--- src/rtl/forwarding_unit_pkg.sv ---
// Shared pipeline types and constants for the EX-stage forwarding logic.
// Imported by fwd_select and forwarding_unit.
package forwarding_unit_pkg;

  localparam int REG_ADDR_W = 5;
  localparam int X0_IDX     = 0;

  typedef enum logic [1:0] {
    FWD_NONE   = 2'b00,
    FWD_MEM_WB = 2'b01,
    FWD_EX_MEM = 2'b10
  } fwd_sel_t;

  function automatic logic [1:0] fwd_hits(
    input fwd_sel_t a,
    input fwd_sel_t b,
    input fwd_sel_t kind
  );
    logic [1:0] n;
    n = 2'd0;
    if (a == kind) n = n + 2'd1;
    if (b == kind) n = n + 2'd1;
    return n;
  endfunction

endpackage

--- src/rtl/fwd_select.sv ---
// Per-operand forwarding select: picks the newest in-flight producer
// of one source register, never forwarding x0.
module fwd_select
  import forwarding_unit_pkg::*;
#(
  parameter int AW = REG_ADDR_W
) (
  input  logic [AW-1:0] src,
  input  logic [AW-1:0] ex_mem_rd,
  input  logic          ex_mem_regwrite,
  input  logic [AW-1:0] mem_wb_rd,
  input  logic          mem_wb_regwrite,
  output fwd_sel_t      sel
);

  logic ex_hit;
  logic mem_hit;

  assign ex_hit = ex_mem_regwrite
               && (ex_mem_rd != AW'(X0_IDX))
               && (ex_mem_rd == src);

  assign mem_hit = mem_wb_regwrite
                && (mem_wb_rd != AW'(X0_IDX))
                && (mem_wb_rd == src);

  // EX/MEM holds the younger result, so it wins over MEM/WB.
  always_comb begin
    sel = FWD_NONE;
    if (ex_hit) begin
      sel = FWD_EX_MEM;
    end else if (mem_hit) begin
      sel = FWD_MEM_WB;
    end
  end

endmodule

--- src/rtl/forwarding_unit.sv ---
// EX-stage forwarding selector with saturating forwarding-event counters.
// Selects are combinational and independent of clk/rst_n.
module forwarding_unit #(
  parameter int REG_ADDR_W = 5,
  parameter int CNT_W      = 32
) (
  input  logic                  clk,
  input  logic                  rst_n,
  input  logic [REG_ADDR_W-1:0] id_ex_rs1,
  input  logic [REG_ADDR_W-1:0] id_ex_rs2,
  input  logic [REG_ADDR_W-1:0] ex_mem_rd,
  input  logic [REG_ADDR_W-1:0] mem_wb_rd,
  input  logic                  ex_mem_regwrite,
  input  logic                  mem_wb_regwrite,
  input  logic                  cnt_en,
  output logic [1:0]            forward_a,
  output logic [1:0]            forward_b,
  output logic [CNT_W-1:0]      fwd_ex_cnt,
  output logic [CNT_W-1:0]      fwd_mem_cnt
);

  import forwarding_unit_pkg::*;

  fwd_sel_t sel_a;
  fwd_sel_t sel_b;

  fwd_select #(
    .AW(REG_ADDR_W)
  ) u_sel_a (
    .src             (id_ex_rs1),
    .ex_mem_rd       (ex_mem_rd),
    .ex_mem_regwrite (ex_mem_regwrite),
    .mem_wb_rd       (mem_wb_rd),
    .mem_wb_regwrite (mem_wb_regwrite),
    .sel             (sel_a)
  );

  fwd_select #(
    .AW(REG_ADDR_W)
  ) u_sel_b (
    .src             (id_ex_rs2),
    .ex_mem_rd       (ex_mem_rd),
    .ex_mem_regwrite (ex_mem_regwrite),
    .mem_wb_rd       (mem_wb_rd),
    .mem_wb_regwrite (mem_wb_regwrite),
    .sel             (sel_b)
  );

  assign forward_a = sel_a;
  assign forward_b = sel_b;

  logic [1:0]   inc_ex;
  logic [1:0]   inc_mem;
  logic [CNT_W:0] sum_ex;
  logic [CNT_W:0] sum_mem;
  logic [CNT_W-1:0] nxt_ex;
  logic [CNT_W-1:0] nxt_mem;

  assign inc_ex  = fwd_hits(sel_a, sel_b, FWD_EX_MEM);
  assign inc_mem = fwd_hits(sel_a, sel_b, FWD_MEM_WB);

  // One guard bit catches overflow; clamp to all-ones instead of wrapping.
  always_comb begin
    sum_ex  = {1'b0, fwd_ex_cnt}
            + {{(CNT_W-1){1'b0}}, inc_ex};
    sum_mem = {1'b0, fwd_mem_cnt}
            + {{(CNT_W-1){1'b0}}, inc_mem};
    nxt_ex  = sum_ex[CNT_W-1:0];
    nxt_mem = sum_mem[CNT_W-1:0];
    if (sum_ex[CNT_W])  nxt_ex  = '1;
    if (sum_mem[CNT_W]) nxt_mem = '1;
  end

  always_ff @(posedge clk or negedge rst_n) begin
    if (!rst_n) begin
      fwd_ex_cnt  <= '0;
      fwd_mem_cnt <= '0;
    end else if (cnt_en) begin
      fwd_ex_cnt  <= nxt_ex;
      fwd_mem_cnt <= nxt_mem;
    end
  end

endmodule

--- config.mk ---
export PLATFORM = sky130hd
export DESIGN_NAME = forwarding_unit
export DESIGN_NICKNAME = d
export VERILOG_FILES = /design/src/rtl/forwarding_unit_pkg.sv /design/src/rtl/fwd_select.sv /design/src/rtl/forwarding_unit.sv
export SDC_FILE = /design/constraint.sdc
export NUM_CORES = 1
export LEC_CHECK = 0
export BUFFER_PORTS_ARGS = -buffer_cell sky130_fd_sc_hd__buf_2
export CORE_MARGIN = 4
export CORE_UTILIZATION = 40
export CTS_BUF_LIST = sky130_fd_sc_hd__clkbuf_8
export CTS_CLUSTER_SIZE = 14
export DETAILED_ROUTE_END_ITERATION = 16
export SYNTH_ARGS = -nofsm -noshare
export SYNTH_HDL_FRONTEND = slang
export SYNTH_SLANG_ARGS = --single-unit
--- constraint.sdc ---
create_clock -name clk -period 3.22 [get_ports clk]
set_input_delay 0.644 -clock clk [delete_from_list [all_inputs] [get_ports clk]]
set_output_delay 0.644 -clock clk [all_outputs]
set_load 0.02 [all_outputs]
==> flow_metrics.tcl, run 1 <==
set metrics [dict create \
    grt_overflow 0 \
    busiest_layer "met2" \
    drt-total-wl_mm 11.22 \
    clkSlewWorstSetupHoldPaths_ns 0.08 \
    setup_ws_ns -0.1012 \
    async_reset_ff_share_pct 100.0 \
    worst_setup_path_end_kind "flip-flop" \
    synth.distinct_cells 41 \
    die_w_um 105.2 \
    drive_gt1_share_pct 35.83 \
    critPathRequiredTime_ns 3.49 \
    port_buffers 92 \
    postCtsHoldBufs 0 \
    yosysWarnings 0 \
    worstPathArrival_ns 3.59 \
    via_per_inst 5.894 \
    worst_slew_pin_slew_ns 0.7563 \
    rsz0062_at_grt "yes" \
    use_met2_pct 33.33 \
    hold_ws_ns 0.2947 \
    r2r_cells 4 \
    synth_edf_count 0 \
    insertion_delay_ns 0.35 \
    synth_top_cell_by_area "dfrtp_1" \
    cp-startpoint "ex_mem_rd[2]" \
    finalHoldViolCount 0 \
    die-area_sq_um 11070 \
    nNetsFinal 575 \
    area_growth_pct 37.32 \
    met3_usage_pct 4.077 \
    ir_drop_v 0.0001659 \
    start_kind "input port" \
    outcome "complete, but fails checks" \
    clock.fmax_mhz 301.1 \
    fin_tns_setup_ns -0.3378 \
    slew_viol_final 0 \
    final_core_util_pct 56.42 \
    yosys-top-cells-count "dfrtp_1, nand3_1, nand2_1, o21ai_0, nand4_1" \
    cts_buffer_depth 2 \
    p_leak_nw 2.482 \
    postPlaceCellArea_sq_um 4651 \
    ff2ff_setup_slack_ns 0.83 \
    clock-sinks 64 \
    routedWlPerCell_um 17.05 \
    synth_top_flop_cell "dfrtp_1" \
    synth_top_cell_area_share_pct 42.38 \
    powerDensity_nw_per_um2 356.0 \
    r2r-start "fwd_mem_cnt[3]$_DFFE_PN0P_" \
    grt_pass1_wl_mm 18.69 \
    drv_cap 0 \
    synth-seq-cells 64 \
    period_share_pct 103.1 \
    dr.pass1.iters 4 \
    setup_violations 13 \
    drt_iter0_drc 216 \
    p_total_mw 1.847 \
    violations "setup timing" \
    synthTopCellsByArea "dfrtp_1, nand3_1, xor2_1, or4_1, nand2_1" \
    min_period_ns 3.321 \
    synthesis.nets 441 \
    clock_skew_ns 0.01080 \
    use_met1_pct 26.77 \
    slew_headroom_pct 49.20 \
    die_height_um 105.2 \
    grt_max_degree 27 \
    rows 35 \
    fill_cells 847 \
    critPathKind "in2reg" \
    finalInstanceArea_sq_um 5189 \
    synthMostInstantiatedCell "dfrtp_1" \
    cts_root_buf "clkbuf_8" \
    final_antenna_net_count 0 \
    htree_num_levels 3 \
    post-route-drc-count 0 \
    dp_cells 633 \
    syn-cell-area_sq_um 3779 \
    cts_tree "done" \
    ys_seq_area_share_pct 42.38 \
    diodes 0 \
    dp_hpwl_mm 7.908 \
    hold_class "in2async" \
    antenna_found_initial 0 \
    first_global_vias 3796 \
    gp_congestion 0.9631 \
    worstPathMaxFanout 6 \
    track_usage_pct 20.39 \
    final_cells 658 \
    rr_endpoint "fwd_mem_cnt[29]$_DFFE_PN0P_" \
    start_util_pct 41.09 \
    crit_end "fwd_mem_cnt[20]$_DFFE_PN0P_" \
    detailedPlace.worstSlack_ns -0.4985 \
    syn_inst 408 \
    num_vias 3878 \
    core-area_sq_um 9196 \
    ios 93 \
    synth_area_per_cell_sq_um 9.261 \
    cts_buffers 9 \
]
## sequential cells by signal, summed over array words and instances (netlist names)
signal / cells
fwd_ex_cnt: 32
fwd_mem_cnt: 32
## power breakdown
part / internal (mW) / switching (mW)
combinational: 0.0979 / 0.148
sequential: 0.834 / 0.0463
clock: 0.397 / 0.324
total: 1.33 / 0.519
## layout make-up
cell class                      count  area [sq um]  area share (%)
Tap cell                          111         138.9           2.677
Sequential cell                    64          1602           30.87
Clock inverter                      5         56.30           1.085
Clock buffer                       11         151.4           2.918
Inverter                           12         45.04          0.8681
Multi-Input combinational cell    318          2337           45.04
Timing Repair Buffer              137         858.3           16.54
## kinds of logic after synthesis
| family | synth area share [%] |
|---|---|
| simple gates | 30.17 |
| compound gates | 11.52 |
| flops | 42.38 |
| xor+xnor | 7.185 |
| buf+inv | 3.212 |
| mux | 2.483 |
| fa+ha+maj | 3.046 |
## routing by layer
metal | routed length, um | up-vias
met4 | 170 | 0
met5 | 0 | -
met2 | 5445 | 131
li1 | - | 1833
met3 | 614 | 11
met1 | 4987 | 1903
## placed cells by master, fill, tap and decap left out, types with 3 or more instances in the layout
cell type	n
and4_1	8
or4_1	13
inv_1	13
and3_1	9
or4_4	8
nand2_1	35
a41oi_1	3
buf_2	90
or3_1	12
nand4_1	20
nor4_4	5
ha_1	3
nand3_1	42
buf_6	4
nor3_1	7
clkinvlp_4	3
o31ai_1	6
dfrtp_1	64
buf_4	39
xor2_1	17
mux2i_1	6
a21oi_1	17
clkbuf_8	11
and2_1	3
o21ai_0	20
nor2_1	11
a31oi_1	11
xnor2_1	14
nor4_1	8
## how the worst min path moves through the flow
| stage | from | endpoint | cells after the start |
|---|---|---|---|
| 6_report | rst_n | fwd_mem_cnt[3]$_DFFE_PN0P_ | 1 |
| 2_1_floorplan | rst_n | fwd_ex_cnt[0]$_DFFE_PN0P_ | 0 |
| 4_1_cts | rst_n | fwd_mem_cnt[3]$_DFFE_PN0P_ | 1 |
| 3_5_place_dp | fwd_ex_cnt[16]$_DFFE_PN0P_ | fwd_ex_cnt[16]$_DFFE_PN0P_ | 1 |
| 3_3_place_gp | fwd_mem_cnt[0]$_DFFE_PN0P_ | fwd_mem_cnt[0]$_DFFE_PN0P_ | 2 |
| 5_1_grt | rst_n | fwd_mem_cnt[3]$_DFFE_PN0P_ | 1 |
## critical path, cell delays in order
cell and delay, ns:
buf_8 0.10, buf_4 0.13, xnor2_1 0.24, nand3_1 0.18, nor4_4 0.46, nor4_2 0.07, ha_1 0.29, ha_2 0.18
fa_2 0.23, nand3_4 0.10, or4_4 0.47, or4_1 0.41, nand3_1 0.10
## what timing repair did
action / in CTS / in global routing
pin swaps: 11 / 20
gates cloned: 1 / 0
setup endpoints to repair: 20 / 56
gates resized for setup: 22 / 27
setup buffers: 6 / 3
Power figures use the tool's default switching activity.
==> run 2, diff against run 1 <==
BUFFER_PORTS_ARGS = -buffer_cell sky130_fd_sc_hd__buf_4   (was -buffer_cell sky130_fd_sc_hd__buf_2)
==> run 2 against run 1 <==
- the run still ends with setup timing left
- utilization rose by 1.3 points
- clock power fell by 3.2%
- wire length fell by 3.3%
- critical path depth fell by 1
- register-to-register slack got worse by 0.02 ns
- cell count fell by 0.61%
- combinational power rose by 8%
- setup slack improved by 0.065 ns
- critical endpoint unchanged
- highest routed layer unchanged
==> flow_metrics.tcl, run 2 (synthesis results as in run 1) <==
set metrics [dict create \
    setup_violations 2 \
    cts_tree "done" \
    cp.depth 12 \
    antenna_found_initial 0 \
    post-route-drc-count 0 \
    worst-path-buf-inv 1 \
    finalInstanceArea_sq_um 5308 \
    outcome "complete, but fails checks" \
    hold_class "in2async" \
    critPathRequiredTime_ns 3.50 \
    rsz0062_at_grt "yes" \
    slowest_delay_ns 0.51 \
    r2r_cells 5 \
    routedWlPerCell_um 16.58 \
    met3_usage_pct 3.706 \
    crit_path_frequent_cell "or4_1" \
    start_kind "input port" \
    die-area_sq_um 11070 \
    busiest_layer "met2" \
    p_seq_share_pct 47.9 \
    crit_end "fwd_mem_cnt[20]$_DFFE_PN0P_" \
    grt_overflow 0 \
    period_share_pct 101.1 \
    drv_cap 0 \
    use_met2_pct 30.28 \
    nNetsFinal 571 \
    track_usage_pct 19.25 \
    postPlaceCellArea_sq_um 4863 \
    p_leak_nw 2.461 \
    drt-total-wl_mm 10.84 \
    setup_ws_ns -0.03569 \
    start_util_pct 41.09 \
    slew_viol_final 0 \
    ff2ff_setup_slack_ns 0.81 \
    worst_setup_path_end_kind "flip-flop" \
    r2r-start "fwd_mem_cnt[3]$_DFFE_PN0P_" \
    multi_input_area_sq_um 2308 \
    rr_endpoint "fwd_mem_cnt[25]$_DFFE_PN0P_" \
    grt_max_degree 65 \
    worstPathMaxFanout 6 \
    num_vias 3824 \
    power_switching_share_pct 28.94 \
    seqCellArea_sq_um 1602 \
    grt_pass1_wl_mm 17.67 \
    ios 93 \
    die_height_um 105.2 \
    min_period_ns 3.256 \
    core-area_sq_um 9196 \
    gp_congestion 0.9112 \
    mostFrequentLayoutCells "buf_4, dfrtp_1, nand3_1, nand2_1" \
    insertion_delay_ns 0.35 \
    dr.pass1.iters 4 \
    worst_slew_pin_slew_ns 0.8368 \
    drive_gt1_share_pct 34.62 \
    die_w_um 105.2 \
    use_met1_pct 26.47 \
    slew_headroom_pct 44.21 \
    first_global_vias 3631 \
    combPwrFrac_pct 14.3 \
    worstPathCellList "buf_4 > or4_1 > o21ai_1 > or4_1 > nor4_2 > ha_2 > ha_4 > fa_2 > nand3_4 > or4_4 > or4_1 > nand3_1" \
    htree_num_levels 3 \
    cpMaxStageDelayCell "or4_1" \
    worstPathArrival_ns 3.54 \
    cts_buffer_depth 2 \
    intPower_mw 1.314 \
    rows 35 \
    drt_iter0_drc 193 \
    clkSlewWorstSetupHoldPaths_ns 0.08 \
    final_common_cell "buf_4" \
    clock-sinks 64 \
    powerDensity_nw_per_um2 348.3 \
    dp_hpwl_mm 7.809 \
    clock_skew_ns 0.01497 \
    fill_cells 824 \
    p_sw_uw 535.1 \
    critPathKind "in2reg" \
    clock.fmax_mhz 307.2 \
    top_regs "fwd_ex_cnt: 32 flops, fwd_mem_cnt: 32 flops" \
    postCtsHoldBufs 0 \
    violations "setup timing" \
    final_antenna_net_count 0 \
    clkPwrFrac_pct 37.8 \
    ir_drop_v 0.0001851 \
    port_buffers 92 \
    crit_family "simple AND/OR/NAND/NOR gates" \
    cts_buffers 9 \
    diodes 0 \
    cp-startpoint "mem_wb_rd[0]" \
    finalHoldViolCount 0 \
    area_growth_pct 40.46 \
    final_core_util_pct 57.71 \
    cts_root_buf "clkbuf_8" \
    via_per_inst 5.847 \
]
==> run 2: changes by cell type in the layout (fill, tap and decap cells not counted), sizes merged <==
| cell | previous run | this run |
|---|---|---|
| buf | 137 | 133 |
| inv | 13 | 14 |
| clkbuf | 11 | 9 |
| clkinvlp | 3 | 1 |
| clkinv | 0 | 3 |
==> run 2: how the worst min path moves through the flow <==
stage / start / endpoint / slack (ns) / depth (start not counted)
floorplan: rst_n / fwd_ex_cnt[0]$_DFFE_PN0P_ / 0.35 / 0
global placement: fwd_mem_cnt[0]$_DFFE_PN0P_ / fwd_mem_cnt[0]$_DFFE_PN0P_ / 0.52 / 2
detailed placement: fwd_mem_cnt[0]$_DFFE_PN0P_ / fwd_mem_cnt[0]$_DFFE_PN0P_ / 0.53 / 2
CTS: rst_n / fwd_mem_cnt[3]$_DFFE_PN0P_ / 0.42 / 1
global route: rst_n / fwd_mem_cnt[4]$_DFFE_PN0P_ / 0.46 / 1
finish: rst_n / fwd_mem_cnt[3]$_DFFE_PN0P_ / 0.38 / 1
==> run 2: final cells by class <==
class	instances	area share (%)
tap	111	2.617
clock buffer	9	2.334
sequential	64	30.17
multi-input combinational	318	43.49
timing repair buffer	133	19.17
clock inverter	7	1.367
inverter	12	0.8487
==> run 2: what timing repair did <==
item | CTS | global route
setup buffers | 0 | 3
resized for setup | 1 | 39
setup endpoints to repair | 2 | 53
cloned | 0 | 2
pin swaps | 0 | 8
==> run 2: worst reg2reg max path: stages (launching register included) <==
cell and delay, ns:
dfrtp_1 0.44, nand4_1 0.52, or4_4 0.78, buf_4 0.17, or3_1 0.33, nand3_1 0.09
==> run 2: power by group through the flow <==
stage	combinational (mW)	clock, mW	sequential [mW]
after floorplan	0.0768	0	0.925
after global placement	0.242	0	0.894
after detailed placement	0.246	0	0.895
after CTS	0.246	0.717	0.879
after global routing	0.293	0.742	0.893
final	0.265	0.698	0.886
==> run 2: metal layers <==
metal | wire (um) | vias up | part of all wire, %
met5 | 0 | - | 0
met4 | 201 | 0 | 1.9
met3 | 483 | 17 | 4.5
met2 | 5087 | 109 | 47
met1 | 5071 | 1866 | 47
li1 | - | 1832 | -
==> run 2: stage by stage <==
step	hold slack (ns)	TNS (ns)	worst slack [ns]	instances	power [mW]
after global routing	0.4567	-0.9817	-0.1065	654	1.927
after detailed placement	0.5281	-15.73	-0.4323	634	1.141
final	0.3779	-0.03607	-0.03569	654	1.849
after floorplan	0.3484	-0.9125	-0.1223	408	1.001
after CTS	0.4210	0	0.003804	650	1.842
after global placement	0.5229	-14.66	-0.3946	634	1.136
==> run 3, diff against run 2 <==
CORE_MARGIN = 1.5   (was 4)
CTS_CLUSTER_SIZE = 30   (was 14)
SLEW_MARGIN = 20   (was unset)
==> run 3 against run 2 <==
- the run still ends with setup timing left
- clock skew fell by 0.0025 ns
- wire length is 0.38% higher
- via count fell by 1.2%
- fmax fell by 2.0%
- clock power hardly changed
- die area decreased by 9.3%
- largest cell class unchanged
==> flow_metrics.tcl, run 3 (synthesis results as in run 1) <==
set metrics [dict create \
    ir_drop_v 0.0002020 \
    finalHoldViolCount 0 \
    worstPathMaxFanout 6 \
    top_regs "fwd_ex_cnt: 32 flops, fwd_mem_cnt: 32 flops" \
    start_kind "input port" \
    clock-sinks 64 \
    combPwrFrac_pct 14.2 \
    final_cells 660 \
    drv_cap 0 \
    die-area_sq_um 10040 \
    post-route-drc-count 0 \
    cts_buffers 9 \
    first_global_vias 3432 \
    core-area_sq_um 9196 \
    critPathRequiredTime_ns 3.50 \
    clkSlewWorstSetupHoldPaths_ns 0.08 \
    dr.pass1.iters 6 \
    via_per_inst 5.723 \
    dp_cells 632 \
    violations "setup timing" \
    insertion_delay_ns 0.35 \
    num_vias 3777 \
    final_common_cell "buf_4" \
    track_usage_pct 20.71 \
    rsz0062_at_grt "yes" \
    diodes 0 \
    drive_gt1_share_pct 35.15 \
    htree_num_levels 3 \
    setup_violations 13 \
    power_switching_share_pct 28.86 \
    clkPwrFrac_pct 37.8 \
    dp_hpwl_mm 7.404 \
    cts_root_buf "clkbuf_8" \
    drt-total-wl_mm 10.89 \
    p_seq_share_pct 48.0 \
    drt_iter0_drc 174 \
    worstPathArrival_ns 3.60 \
    p_leak_nw 2.497 \
    die_w_um 100.2 \
    grt_pass1_wl_mm 16.71 \
    antenna_found_initial 0 \
    worst_setup_path_end_kind "flip-flop" \
    gp_congestion 0.9140 \
    ios 93 \
    grt_max_degree 65 \
    slew_viol_final 0 \
    cts_tree "done" \
    slew_headroom_pct 44.74 \
    outcome "complete, but fails checks" \
    p_sw_uw 531.1 \
    routedWlPerCell_um 16.49 \
    hold_ws_ns 0.3878 \
    grt_overflow 0 \
    rows 35 \
    port_buffers 92 \
    cts_buffer_depth 2 \
    clock_skew_ns 0.01247 \
    intPower_mw 1.309 \
    fin_tns_setup_ns -0.4236 \
    die_height_um 100.2 \
    period_share_pct 103.1 \
    mostFrequentLayoutCells "buf_4, dfrtp_1, nand3_1, nand2_1, nand4_1" \
    area_growth_pct 42.52 \
    final_antenna_net_count 0 \
    critPathKind "in2reg" \
    clock.fmax_mhz 301.1 \
    worst_slew_pin_slew_ns 0.8289 \
    setup_ws_ns -0.1009 \
    min_period_ns 3.321 \
    powerDensity_nw_per_um2 341.8 \
    nNetsFinal 577 \
    start_util_pct 41.09 \
    hold_class "in2async" \
]
-- run 3: cell types whose count changed in the layout (fill, tap and decap cells not counted), sizes merged --
cell	delta
or4b	+1
inv	-2
clkinv	+1
buf	+5
clkinvlp	+1
-- run 3: worst max-delay path, cell delays in order --
cell,delay [ns]
buf_8,0.10
or4_4,0.53
o21ai_4,0.21
nor4_4,0.09
nor4_2,0.30
ha_1,0.19
ha_4,0.14
fa_2,0.23
nand3_4,0.10
or4_4,0.54
or4_1,0.41
nand3_1,0.09
-- run 3: final timing paths --
kind	startpoint	slack [ns]	to	cells past startpoint
worst max-delay path	ex_mem_rd[4]	-0.10	fwd_mem_cnt[20]$_DFFE_PN0P_	12
worst min-delay path	rst_n	0.39	fwd_ex_cnt[21]$_DFFE_PN0P_	1
worst max register to register	fwd_mem_cnt[3]$_DFFE_PN0P_	0.81	fwd_mem_cnt[31]$_DFFE_PN0P_	5
worst min register to register	fwd_ex_cnt[16]$_DFFE_PN0P_	0.54	fwd_ex_cnt[16]$_DFFE_PN0P_	1
max in group asynchronous	rst_n	2.28	fwd_mem_cnt[21]$_DFFE_PN0P_	1
min in group clk	fwd_ex_cnt[16]$_DFFE_PN0P_	0.54	fwd_ex_cnt[16]$_DFFE_PN0P_	1
-- run 3: repair_timing --
action | CTS | global route
buffers inserted | 0 | 9
gates resized for setup | 2 | 42
gates cloned | 0 | 4
endpoints found under the setup margin | 7 | 54
pin swaps | 0 | 12
hold buffers | 0 | 0
-- run 3: area by class of cell --
| type | count | area, sq um |
|---|---|---|
| inverters | 12 | 45.04 |
| clock buffers | 9 | 123.9 |
| repair buffers | 138 | 1089 |
| multi-input cells | 319 | 2315 |
| clock inverters | 7 | 72.57 |
| fillers | 791 | 3811 |
| flip-flops and latches | 64 | 1602 |
| well taps | 111 | 138.9 |
-- run 3: metrics by stage --
step | setup slack (ns) | power, mW | area [sq um] | utilization [%]
after floorplan | -0.1223 | 1.001 | 3830 | -
after global placement | -0.3679 | 1.136 | 4873 | 52.99
after detailed placement | -0.4569 | 1.138 | 4873 | 52.99
after CTS | -0.03165 | 1.838 | 5080 | 55.24
after global routing | -0.1807 | 1.929 | 5385 | 58.56
final | -0.1009 | 1.840 | 5385 | 58.56
-- run 3: power by group through the flow --
stage | sequential (mW) | clock, mW | combinational, mW
final | 0.884 | 0.696 | 0.261
after global routing | 0.892 | 0.751 | 0.287
after CTS | 0.878 | 0.716 | 0.244
after detailed placement | 0.894 | 0 | 0.244
after global placement | 0.894 | 0 | 0.242
after floorplan | 0.925 | 0 | 0.0768
-- run 3: routing by layer --
layer | up-vias | GRT usage (%) | wire length, um
li1 | 1848 | - | -
met1 | 1809 | 29.64 | 5335
met2 | 108 | 32.08 | 4957
met3 | 12 | 3.482 | 457
met4 | 0 | 6.609 | 135
met5 | - | 0 | 0
